[src/rtl/fft_addr_if.sv]
// fft_addr_if: controller-side start/stall and bank address/strobe bundle of the FFT address sequencer
interface fft_addr_if #(parameter int AW = 3);
  logic          start;
  logic          stall;
  logic [3:0]    stage_num;
  logic [AW-1:0] r_addr_0_1;
  logic [AW-1:0] r_addr_2_3;
  logic [AW-1:0] w_addr_0_1;
  logic [AW-1:0] w_addr_2_3;
  logic          rd_en;
  logic          wr_en;
  logic          busy;
  logic          done;
  modport master (
    output start, stall,
    input  stage_num, r_addr_0_1, r_addr_2_3, w_addr_0_1, w_addr_2_3, rd_en, wr_en, busy, done
  );
  modport slave (
    input  start, stall,
    output stage_num, r_addr_0_1, r_addr_2_3, w_addr_0_1, w_addr_2_3, rd_en, wr_en, busy, done
  );
endinterface

[src/rtl/fft_addr_sequencer.sv]
// fft_addr_sequencer: self-timed radix-2 FFT bank address sequencer; FFT_ADDR_UNLOAD_EN adds a bit-reversed unload pass
module fft_addr_sequencer #(
  parameter int LOG2N  = 5,
  parameter int BF_LAT = 2
) (
  input logic     clk,
  input logic     rst_n,
  fft_addr_if.slave bus
);
  localparam int AW = LOG2N - 2;
`ifdef FFT_ADDR_UNLOAD_EN
  typedef enum logic [2:0] {IDLE, RUN, DRAIN, UNLOAD, DONE} state_t;
`else
  typedef enum logic [2:0] {IDLE, RUN, DRAIN, DONE} state_t;
`endif
  state_t        state_q, state_d;
  logic [AW-1:0] cnt_q, cnt_d;
  logic [3:0]    stage_q, stage_d;
  logic [3:0]    dcnt_q, dcnt_d;
  logic          unl_d, rd_d, busy_d, hold;
  logic [AW-1:0] ra01_d, ra23_d;
  logic          vld_q [BF_LAT];
  logic [AW-1:0] a01_q [BF_LAT];
  logic [AW-1:0] a23_q [BF_LAT];

  function automatic logic [AW-1:0] mask_f(input logic [3:0] s);
    mask_f = ~({AW{1'b1}} >> ((int'(s) > AW) ? AW : int'(s)));
  endfunction

  // next position of the stage/sample walk; only committed on un-stalled edges
  always_comb begin
    state_d = state_q;
    cnt_d   = cnt_q;
    stage_d = stage_q;
    dcnt_d  = dcnt_q;
    case (state_q)
      IDLE: if (bus.start) begin
        state_d = RUN;
        cnt_d   = '0;
        stage_d = '0;
      end
      RUN: if (&cnt_q) begin
        state_d = DRAIN;
        dcnt_d  = '0;
      end else cnt_d = cnt_q + AW'(1);
      DRAIN: begin
        if (dcnt_q != 4'(BF_LAT - 1)) dcnt_d = dcnt_q + 4'd1;
        else if (stage_q != 4'(LOG2N - 1)) begin
          state_d = RUN;
          cnt_d   = '0;
          stage_d = stage_q + 4'd1;
        end
`ifdef FFT_ADDR_UNLOAD_EN
        else begin
          state_d = UNLOAD;
          cnt_d   = '0;
          stage_d = 4'(LOG2N);
        end
      end
      UNLOAD: if (&cnt_q) state_d = DONE;
      else cnt_d = cnt_q + AW'(1);
`else
        else state_d = DONE;
      end
`endif
      DONE: state_d = IDLE;
      default: state_d = IDLE;
    endcase
  end

`ifdef FFT_ADDR_UNLOAD_EN
  function automatic logic [AW-1:0] bitrev_f(input logic [AW-1:0] c);
    for (int i = 0; i < AW; i++) bitrev_f[i] = c[AW-1-i];
  endfunction
  assign unl_d  = state_d == UNLOAD;
  assign ra01_d = unl_d ? bitrev_f(cnt_d) : cnt_d;
  assign ra23_d = unl_d ? bitrev_f(cnt_d) : cnt_d ^ mask_f(stage_d);
`else
  assign unl_d  = 1'b0;
  assign ra01_d = cnt_d;
  assign ra23_d = cnt_d ^ mask_f(stage_d);
`endif
  assign rd_d   = state_d == RUN || unl_d;
  assign busy_d = rd_d || state_d == DRAIN;
  // busy mirrors an active state, so stall only bites while a transform is in flight
  assign hold   = bus.stall && bus.busy;

  // state, registered outputs and the read-to-write delay line; a stall freezes all but the strobes
  always_ff @(posedge clk or negedge rst_n)
    if (!rst_n) begin
      state_q        <= IDLE;
      cnt_q          <= '0;
      stage_q        <= '0;
      dcnt_q         <= '0;
      bus.stage_num  <= '0;
      bus.r_addr_0_1 <= '0;
      bus.r_addr_2_3 <= '0;
      bus.w_addr_0_1 <= '0;
      bus.w_addr_2_3 <= '0;
      bus.rd_en      <= 1'b0;
      bus.wr_en      <= 1'b0;
      bus.busy       <= 1'b0;
      bus.done       <= 1'b0;
      for (int i = 0; i < BF_LAT; i++) begin
        vld_q[i] <= 1'b0;
        a01_q[i] <= '0;
        a23_q[i] <= '0;
      end
    end else if (hold) begin
      bus.rd_en <= 1'b0;
      bus.wr_en <= 1'b0;
    end else begin
      state_q       <= state_d;
      cnt_q         <= cnt_d;
      stage_q       <= stage_d;
      dcnt_q        <= dcnt_d;
      bus.stage_num <= stage_d;
      bus.rd_en     <= rd_d;
      bus.busy      <= busy_d;
      bus.done      <= state_d == DONE;
      if (rd_d) begin
        bus.r_addr_0_1 <= ra01_d;
        bus.r_addr_2_3 <= ra23_d;
      end
      vld_q[0] <= rd_d && !unl_d;
      a01_q[0] <= ra01_d;
      a23_q[0] <= ra23_d;
      for (int i = 1; i < BF_LAT; i++) begin
        vld_q[i] <= vld_q[i-1];
        a01_q[i] <= a01_q[i-1];
        a23_q[i] <= a23_q[i-1];
      end
      bus.wr_en <= vld_q[BF_LAT-1];
      if (vld_q[BF_LAT-1]) begin
        bus.w_addr_0_1 <= a01_q[BF_LAT-1];
        bus.w_addr_2_3 <= a23_q[BF_LAT-1];
      end
    end
endmodule

[src/flat_wrapper.sv]
// flat-port wrapper written by rule: the top's interface ports become plain ports
module fft_addr_sequencer_flat 
#(
  parameter int LOG2N  = 5,
  parameter int BF_LAT = 2
)
  (clk, rst_n, bus_start, bus_stall, bus_stage_num, bus_r_addr_0_1, bus_r_addr_2_3, bus_w_addr_0_1, bus_w_addr_2_3, bus_rd_en, bus_wr_en, bus_busy, bus_done);
  fft_addr_if #(.AW((LOG2N - 2))) bus_i ();
  input logic clk;
  input logic rst_n;
  input wire logic [$bits(bus_i.start)-1:0] bus_start;
  input wire logic [$bits(bus_i.stall)-1:0] bus_stall;
  output wire logic [$bits(bus_i.stage_num)-1:0] bus_stage_num;
  output wire logic [$bits(bus_i.r_addr_0_1)-1:0] bus_r_addr_0_1;
  output wire logic [$bits(bus_i.r_addr_2_3)-1:0] bus_r_addr_2_3;
  output wire logic [$bits(bus_i.w_addr_0_1)-1:0] bus_w_addr_0_1;
  output wire logic [$bits(bus_i.w_addr_2_3)-1:0] bus_w_addr_2_3;
  output wire logic [$bits(bus_i.rd_en)-1:0] bus_rd_en;
  output wire logic [$bits(bus_i.wr_en)-1:0] bus_wr_en;
  output wire logic [$bits(bus_i.busy)-1:0] bus_busy;
  output wire logic [$bits(bus_i.done)-1:0] bus_done;
  assign bus_i.start = bus_start;
  assign bus_i.stall = bus_stall;
  assign bus_stage_num = bus_i.stage_num;
  assign bus_r_addr_0_1 = bus_i.r_addr_0_1;
  assign bus_r_addr_2_3 = bus_i.r_addr_2_3;
  assign bus_w_addr_0_1 = bus_i.w_addr_0_1;
  assign bus_w_addr_2_3 = bus_i.w_addr_2_3;
  assign bus_rd_en = bus_i.rd_en;
  assign bus_wr_en = bus_i.wr_en;
  assign bus_busy = bus_i.busy;
  assign bus_done = bus_i.done;
  fft_addr_sequencer #(.LOG2N(LOG2N), .BF_LAT(BF_LAT)) u_core (.clk(clk), .rst_n(rst_n), .bus(bus_i));
endmodule
[config.mk]
export PLATFORM = sky130hd
export DESIGN_NAME = fft_addr_sequencer_flat
export DESIGN_NICKNAME = d
export VERILOG_FILES = /design/src/rtl/fft_addr_if.sv /design/src/rtl/fft_addr_sequencer.sv /design/src/flat_wrapper.sv
export SDC_FILE = /design/constraint.sdc
export NUM_CORES = 1
export LEC_CHECK = 0
export ABC_CLOCK_PERIOD_IN_PS = 2910
export BUFFER_PORTS_ARGS = -buffer_cell sky130_fd_sc_hd__buf_2
export CAP_MARGIN = 10
export CORE_MARGIN = 1
export CORE_UTILIZATION = 40
export CTS_CLUSTER_DIAMETER = 120
export DETAILED_ROUTE_END_ITERATION = 8
export PLACE_DENSITY = 0.69
export SLEW_MARGIN = 10
export SYNTH_ARGS = -nofsm -noshare
export SYNTH_HDL_FRONTEND = slang
export SYNTH_SLANG_ARGS = --single-unit
[constraint.sdc]
create_clock -name clk -period 2.91 [get_ports clk]
set_input_delay 0.4365 -clock clk [delete_from_list [all_inputs] [get_ports clk]]
set_output_delay 0.4365 -clock clk [all_outputs]
set_load 0.05 [all_outputs]
==> impl_results.md, run 1 <==
* Cell family with most CP delay: simple AND/OR/NAND/NOR gates
* Final worst-path cycle share at 0.816
* Ys Warns at 0
* Slowest CP cell: a211oi_1
* Detailed placement HPWL at 2.79 mm
* Port Buffer Count at 23
* Relative slew slack at 0.415
* Clk_lat worst skew at 290 ps
* Filler cells at 478
* Post-CTS Hold Buffers at 0
* Top Metal Used: met4
* Final Hold Viols at 0
* Core Area at 0.00482 sq mm
* Row count at 25
* Vias at 1478
* Initial Utilization at 0.424
* Routed met2 length at 1.73 mm
* Syn Area/Cell at 10.4 sq um
* I/O Pins at 24
* Met3 wire len at 151 um
* Die width at 73.5 um
* Die area at 0.00539 sq mm
* Clock buffer depth at 2
* Vias in the first global route at 1468
* Worst Path Class, Setup: reg2reg
* CTS tree: yes
* TNS Setup at 0 ps
* Async SR Flop Fraction at 1.00
* Critical Path, Cell by Cell: inv_1 -> ha_1 -> nor3b_4 -> nand2_1 -> a211oi_1 -> nor2b_1 -> buf_4 -> mux2_2
* Fin crit period at 2370 ps
* Post-synth EDFFs at 0
* Final setup violation count at 0
* First-pass iteration count of the detailed router at 4
* Critical Path RT at 3080 ps
* Vias/cell at 5.11
* Register area share after synthesis at 0.502
* Syn Nets at 206
* Setup Skew at 8.68 ps
* Gp weighted congestion at 0.838
* CTS sink count at 41
* Buf/Inv on CP at 2
* Slew @ Worst Pin at 878 ps
* Met1 wire length at 1.91 mm
* Inserted Diodes at 0
* Die H at 73.5 um
* GRT Total Usage at 0.170
* Unrepaired setup endpoints after global routing: no
* Register clock-pin slew on the reported worst setup and hold paths at 80 ps
* Routed wire per std cell at 13.6 um
* Post-CTS sizing at 0
* Arrival @ worst endpoint at 2550 ps
* DRC at 0
* Slew Limit Fails at 0
* Global-route wire length before repair at 6.91 mm
* Most frequent cells in the layout: dfrtp_1 (41), nand2_1 (35), buf_2 (23)
* Remaining global-route overflow at 0
* Ys flop type: dfrtp_1
* Cell area after synthesis at 0.00204 sq mm
* Layout cells sized above 1 at 0.284
* CP max FO at 9
* Root buffer cell: clkbuf_8
* Antenna-violating nets left at 0
* Yosys cell types at 50
* Max-cap violations at 0
* Routed wire length at 3.94 mm
* Yosys reg bits at 41
* Syn-to-layout area delta at 15.0%
* Cells after Synth at 197
* Post CTS Setup Buffer Count at 0
* Num CTS Buffers at 5
* Commonest non-fill, non-tap cell in the layout: dfrtp_1
* H-tree levels at 2
* Starting DRT DRC Count at 52
* Startpoint Class: flip-flop
* Status: complete, no violations
* CP endpoint kind: flip-flop
* Maximum operating frequency at 421 MHz
* Largest stage delay on the critical path at 430 ps
* Initial antenna violation count at 0
* Largest net degree at the start of global routing at 42
* Min-Delay Path Class: in2async
* Nets at 230
-- final cells by class --
| class | instances | area (sq um) | share of cell area |
|---|---|---|---|
| inverters | 6 | 22.5 | 0.00959 |
| repair buffers | 26 | 138 | 0.0586 |
| multi-input cells | 141 | 943 | 0.402 |
| clock buffers | 5 | 68.8 | 0.0293 |
| clock inverters | 3 | 65.1 | 0.0277 |
| flip-flops and latches | 41 | 1030 | 0.437 |
| well taps | 67 | 83.8 | 0.0357 |
-- layer usage --
metal  up-vias  track usage
met3        15       0.0412
met4         0       0.0876
met5         -            0
li1        731            -
met2        37        0.241
met1       695        0.239
-- registers in the layout, summed over array words and instances, names as in the netlist --
register / cells
u_core.bus.stage_num: 4
u_core.vld_q: 2
u_core.a23_q: 6
u_core.cnt_q: 3
u_core.bus.r_addr_0_1: 3
u_core.bus.w_addr_0_1: 3
u_core.bus.done: 1
u_core.bus.rd_en: 1
u_core.bus.w_addr_2_3: 3
u_core.bus.r_addr_2_3: 3
u_core.state_q: 3
u_core.bus.wr_en: 1
u_core.bus.busy: 1
u_core.a01_q: 3
u_core.dcnt_q: 4
-- through the flow --
stage	area [sq um]	std cells	hold slack (ps)	setup slack, ps	utilization
6_report	2350	289	254	537	0.487
5_1_grt	2350	289	332	328	0.487
4_1_cts	2350	289	291	535	0.487
3_5_place_dp	2210	281	452	667	0.459
3_3_place_gp	2210	281	442	727	0.459
2_1_floorplan	2040	197	141	640	-
-- worst paths after layout --
check                                             start                              endpoint  cells past startpoint  slack [ps]
max in group asynchronous                         rst_n          u_core.dcnt_q[1]$_DFFE_PN0P_                      1        2100
min reg2reg                 u_core.a23_q[0]$_DFFE_PN0N_           u_core.a23_q[0]$_DFFE_PN0N_                      2         470
min in group clk                              bus_stall         u_core.state_q[2]$_DFFE_PN0N_                      2         430
min                                               rst_n            u_core.bus.wr_en$_DFF_PN0_                      1         250
max reg2reg                u_core.dcnt_q[1]$_DFFE_PN0P_  u_core.bus.r_addr_0_1[1]$_DFFE_PN0P_                      8         540
max                        u_core.dcnt_q[1]$_DFFE_PN0P_  u_core.bus.r_addr_0_1[1]$_DFFE_PN0P_                      8         540
-- worst reg2reg max path: stages, from the launching register on --
cell and delay, ps:
dfrtp_1 420, inv_1 70, ha_1 140, nor3b_4 340, nand2_1 90, a211oi_1 430, nor2b_1 230, buf_4 190
mux2_2 340
-- logic make-up (layout without fill, tap and decap cells) --
family / after synthesis / count (layout) / synth area share
buffers and inverters: 15 / 40 / 0.0355
adders and majority gates: 5 / 5 / 0.0306
xor gates and xnor gates: 3 / 3 / 0.0129
and+or+nand+nor: 84 / 84 / 0.205
AOI/OAI and AO/OA: 34 / 34 / 0.131
muxes: 15 / 15 / 0.0833
DFF: 41 / 41 / 0.502
-- cell usage after synthesis, types with 2 or more instances --
master / count / area share
dfrtp_1: 41 / 0.50
nand2_1: 35 / 0.064
nor2_1: 20 / 0.037
mux2_2: 13 / 0.072
inv_1: 6 / 0.011
a21oi_1: 5 / 0.012
clkbuf_1: 5 / 0.0092
ha_1: 5 / 0.031
nand3_1: 5 / 0.012
o21ai_0: 5 / 0.012
and2_1: 4 / 0.012
a21o_1: 3 / 0.011
a31oi_1: 3 / 0.0092
a22o_1: 2 / 0.0086
and3_1: 2 / 0.0061
buf_4: 2 / 0.0074
nand2b_1: 2 / 0.0061
nand4_1: 2 / 0.0061
nor3_1: 2 / 0.0049
o211ai_1: 2 / 0.0074
o211ai_2: 2 / 0.012
o31ai_1: 2 / 0.0074
xnor2_1: 2 / 0.0086
Power of run 1 is not shown: default switching activity piles up to over one toggle a cycle in this logic, so the estimate is an artifact.
==> inputs of run 2 (changes only) <==
- ABC_AREA: not set -> 1
- ABC_CLOCK_PERIOD_IN_PS: 2910 -> 2360
- clock period: 2.91 -> 2.36 ns (I/O delays scaled with it)
==> run 2 against run 1 <==
Effect of this change:
- global-route usage up 0.65 points
- largest cell class unchanged
- non-clock buffer count fell by 1
- register-to-register slack worse by 140 ps
- critical path type unchanged
- flip-flop and latch count stayed put
- clock skew about the same
- cell count up 17%
- worst setup slack worse by 140 ps
- wire length rose by 3.9%
- maximum frequency is 21% higher
- critical endpoint is now u_core.bus.r_addr_2_3[0]$_DFFE_PN0P_
- synthesized cell count grew 24%
==> impl_results.md, run 2 <==
* Die width at 74.1 um (was 73.5 um)
* Final Total Pwr at 3.19 mW
* Placed instance area at 0.00227 sq mm (was 0.00221 sq mm)
* Inserted Diodes at 0 (unchanged)
* Mux share of post-synthesis cell area at 0.00481 (was 0.0833)
* Layout cells sized above 1 at 0.232 (was 0.284)
* Setup Skew at 8.33 ps (was 8.68 ps)
* Root buffer cell: clkbuf_8 (unchanged)
* Global-route wire length before repair at 7.18 mm (was 6.91 mm)
* Register area share after synthesis at 0.493 (was 0.502)
* XOR/XNOR Fraction of Synth Area at 0.00421 (was 0.0129)
* CTS sink count at 41 (unchanged)
* Compound-Gate Fraction of Synth Area at 0.0944 (was 0.131)
* Cells after Synth at 245 (was 197)
* CP max FO at 7 (was 9)
* Routed wire per std cell at 12.1 um (was 13.6 um)
* Final setup violation count at 0 (unchanged)
* Maximum operating frequency at 510 MHz (was 421 MHz)
* Nets at 281 (was 230)
* Yosys top cell area share at 0.493 (was 0.502)
* Cell area after synthesis at 0.00208 sq mm (was 0.00204 sq mm)
* Fin crit period at 1960 ps (was 2370 ps)
* Placed cell count at 332 (was 281)
* Critical Path RT at 2550 ps (was 3080 ps)
* Synth Area in Adders at 0.0301 (was 0.0306)
* Synth Area in Simple Gates at 0.308 (was 0.205)
* Post CTS Setup Buffer Count at 0 (unchanged)
* Final Util at 0.490 (was 0.487)
* GRT Total Usage at 0.176 (was 0.170)
* Remaining global-route overflow at 0 (unchanged)
* Post-CTS Hold Buffers at 0 (unchanged)
* Starting DRT DRC Count at 98 (was 52)
* Non-Filler Instances at 339 (was 289)
* Final worst-path cycle share at 0.830 (was 0.816)
* Core Area at 0.00485 sq mm (was 0.00482 sq mm)
* I/O Pins at 24 (unchanged)
* Most frequent cells in the layout: nand2_1 (77), dfrtp_1 (41), inv_1 (24) (was dfrtp_1 (41), nand2_1 (35), buf_2 (23))
* Syn Area/Cell at 8.49 sq um (was 10.4 sq um)
* CP endpoint kind: flip-flop (unchanged)
* Detailed placement HPWL at 2.97 mm (was 2.79 mm)
* H-tree levels at 2 (unchanged)
* Worst Path Class, Setup: reg2reg (unchanged)
* Initial Utilization at 0.429 (was 0.424)
* Clk_lat worst skew at 290 ps (about the same)
* Status: complete, no violations (unchanged)
* Post-route cell area at 0.00238 sq mm (was 0.00235 sq mm)
* Slew Limit Fails at 0 (unchanged)
* Largest family of logic cells by synthesized area: simple AND/OR/NAND/NOR gates (unchanged)
* Slew @ Worst Pin at 894 ps (was 878 ps)
* Row count at 25 (unchanged)
* Clock buffer depth at 2 (unchanged)
* CTS tree: yes (unchanged)
* First-pass iteration count of the detailed router at 4 (unchanged)
* Syn Nets at 254 (was 206)
* Ys flop type: dfrtp_1 (unchanged)
* Post-synth EDFFs at 0 (unchanged)
* Vias/cell at 4.88 (was 5.11)
* Syn-to-layout area delta at 14.2% (was 15.0%)
* Unrepaired setup endpoints after global routing: no (unchanged)
* Cell accounting for the most synthesized area: dfrtp_1 (unchanged)
* Most common cell in the netlist: nand2_1 (was dfrtp_1)
* Register bank with the most flops: u_core.a23_q (unchanged)
* Vias at 1653 (was 1478)
* Pwr dens at 1340 mW/mm^2
* Min-Delay Path Class: in2async (unchanged)
* Largest net degree at the start of global routing at 42 (unchanged)
* Num CTS Buffers at 5 (unchanged)
* Gp weighted congestion at 0.853 (was 0.838)
* Vias in the first global route at 1587 (was 1468)
* Dominant cells by area after synthesis: dfrtp_1 (49%), nand2_1 (14%), o21ai_0 (5.5%) (was dfrtp_1 (50%), mux2_2 (7.2%), nand2_1 (6.4%))
* Port Buffer Count at 23 (unchanged)
* Post-CTS sizing at 0 (unchanged)
* Ys Warns at 0 (unchanged)
* Routed wire length at 4.09 mm (was 3.94 mm)
* Die area at 0.00549 sq mm (was 0.00539 sq mm)
* Async SR Flop Fraction at 1.00 (unchanged)
* Yosys reg bits at 41 (unchanged)
* Largest regs: u_core.a23_q x6, u_core.bus.stage_num x4, u_core.dcnt_q x4 (unchanged)
* Leak at 1.26 nW
* Antenna-violating nets left at 0 (unchanged)
* Startpoint Class: flip-flop (unchanged)
* Max reg flops at 6 (unchanged)
* Commonest non-fill, non-tap cell in the layout: nand2_1 (was dfrtp_1)
* Arrival @ worst endpoint at 2150 ps (was 2550 ps)
* Top cells by count, synth: nand2_1 (77), dfrtp_1 (41), inv_1 (24) (was dfrtp_1 (41), nand2_1 (35), nor2_1 (20))
* Die H at 74.1 um (was 73.5 um)
* Yosys cell types at 29 (was 50)
* Final Hold Viols at 0 (unchanged)
* Relative slew slack at 0.404 (was 0.415)
* DRC at 0 (unchanged)
* TNS Setup at 0 ps (unchanged)
* VDD IR-drop max at 0.000723 V
* Initial antenna violation count at 0 (unchanged)
* Max-cap violations at 0 (unchanged)
* Register clock-pin slew on the reported worst setup and hold paths at 80 ps (about the same)
## run 2: changes by cell type after synthesis, sizes merged, moves of 8 or more
cell   delta
inv      +24
o21ai    +22
nand3    +14
nand2    +54
nor2      -8
mux2     -13
## run 2: cells by family after synthesis
kind of cell,count (synthesis)
AOI/OAI and AO/OA,34
muxes,1
buffers and inverters,35
xor gates and xnor gates,1
DFF,41
and+or+nand+nor,128
adders and majority gates,5
## run 2: per-layer routing
| metal | GRT usage | vias to the layer above | wire length, um |
|---|---|---|---|
| li1 | - | 836 | - |
| met1 | 0.240 | 779 | 2070 |
| met2 | 0.270 | 33 | 1790 |
| met3 | 0.0407 | 5 | 162 |
| met4 | 0.0748 | 0 | 60 |
| met5 | 0 | - | 0 |
## run 2: power by group
part | switching, mW | total [mW] | internal (mW) | leakage, nW
combinational | 1.10 | 1.52 | 0.417 | 0.679
clock | 0.236 | 0.544 | 0.307 | 0.0540
sequential | 0.163 | 1.13 | 0.970 | 0.523
## run 2: final timing paths
path                            slack, ps                           startpoint                                    to  cells after the start
worst max-delay path                  400  u_core.bus.stage_num[0]$_DFFE_PN0N_  u_core.bus.r_addr_2_3[0]$_DFFE_PN0P_                     12
worst min-delay path                  170                                rst_n          u_core.dcnt_q[0]$_DFFE_PN0P_                      1
worst max register to register        400  u_core.bus.stage_num[0]$_DFFE_PN0N_  u_core.bus.r_addr_2_3[0]$_DFFE_PN0P_                     12
worst min register to register        480          u_core.a23_q[4]$_DFFE_PN0N_           u_core.a23_q[4]$_DFFE_PN0N_                      2
max in group asynchronous            1620                                rst_n         u_core.state_q[0]$_DFFE_PN0N_                      1
min in group clk                      480          u_core.a23_q[4]$_DFFE_PN0N_           u_core.a23_q[4]$_DFFE_PN0N_                      2
## run 2: worst max-delay path, stage by stage (launching register included)
cell and delay [ps]:
dfrtp_1 470, inv_1 120, ha_1 200, nand3_1 170
nand2_1 120, nand2_2 120, nand2_2 70, nor2_2 150
nand2_1 90, nand3_1 110, nand3_1 90, nand3_1 100
nand2_1 50
## run 2: metrics by stage
step	setup slack [ps]	hold slack, ps
6_report	401	171
5_1_grt	192	273
4_1_cts	413	222
3_5_place_dp	432	463
3_3_place_gp	423	463
2_1_floorplan	342	58.4
## run 2: cell type report
| type | instances | area, sq um |
|---|---|---|
| Multi-Input combinational cell | 169 | 920 |
| Fill cell | 485 | 2470 |
| Sequential cell | 41 | 1030 |
| Clock buffer | 5 | 68.8 |
| Tap cell | 67 | 83.8 |
| Timing Repair Buffer | 25 | 130 |
| Inverter | 30 | 113 |
| Clock inverter | 2 | 35.0 |
Note: power is estimated with default switching activity, not from simulation.
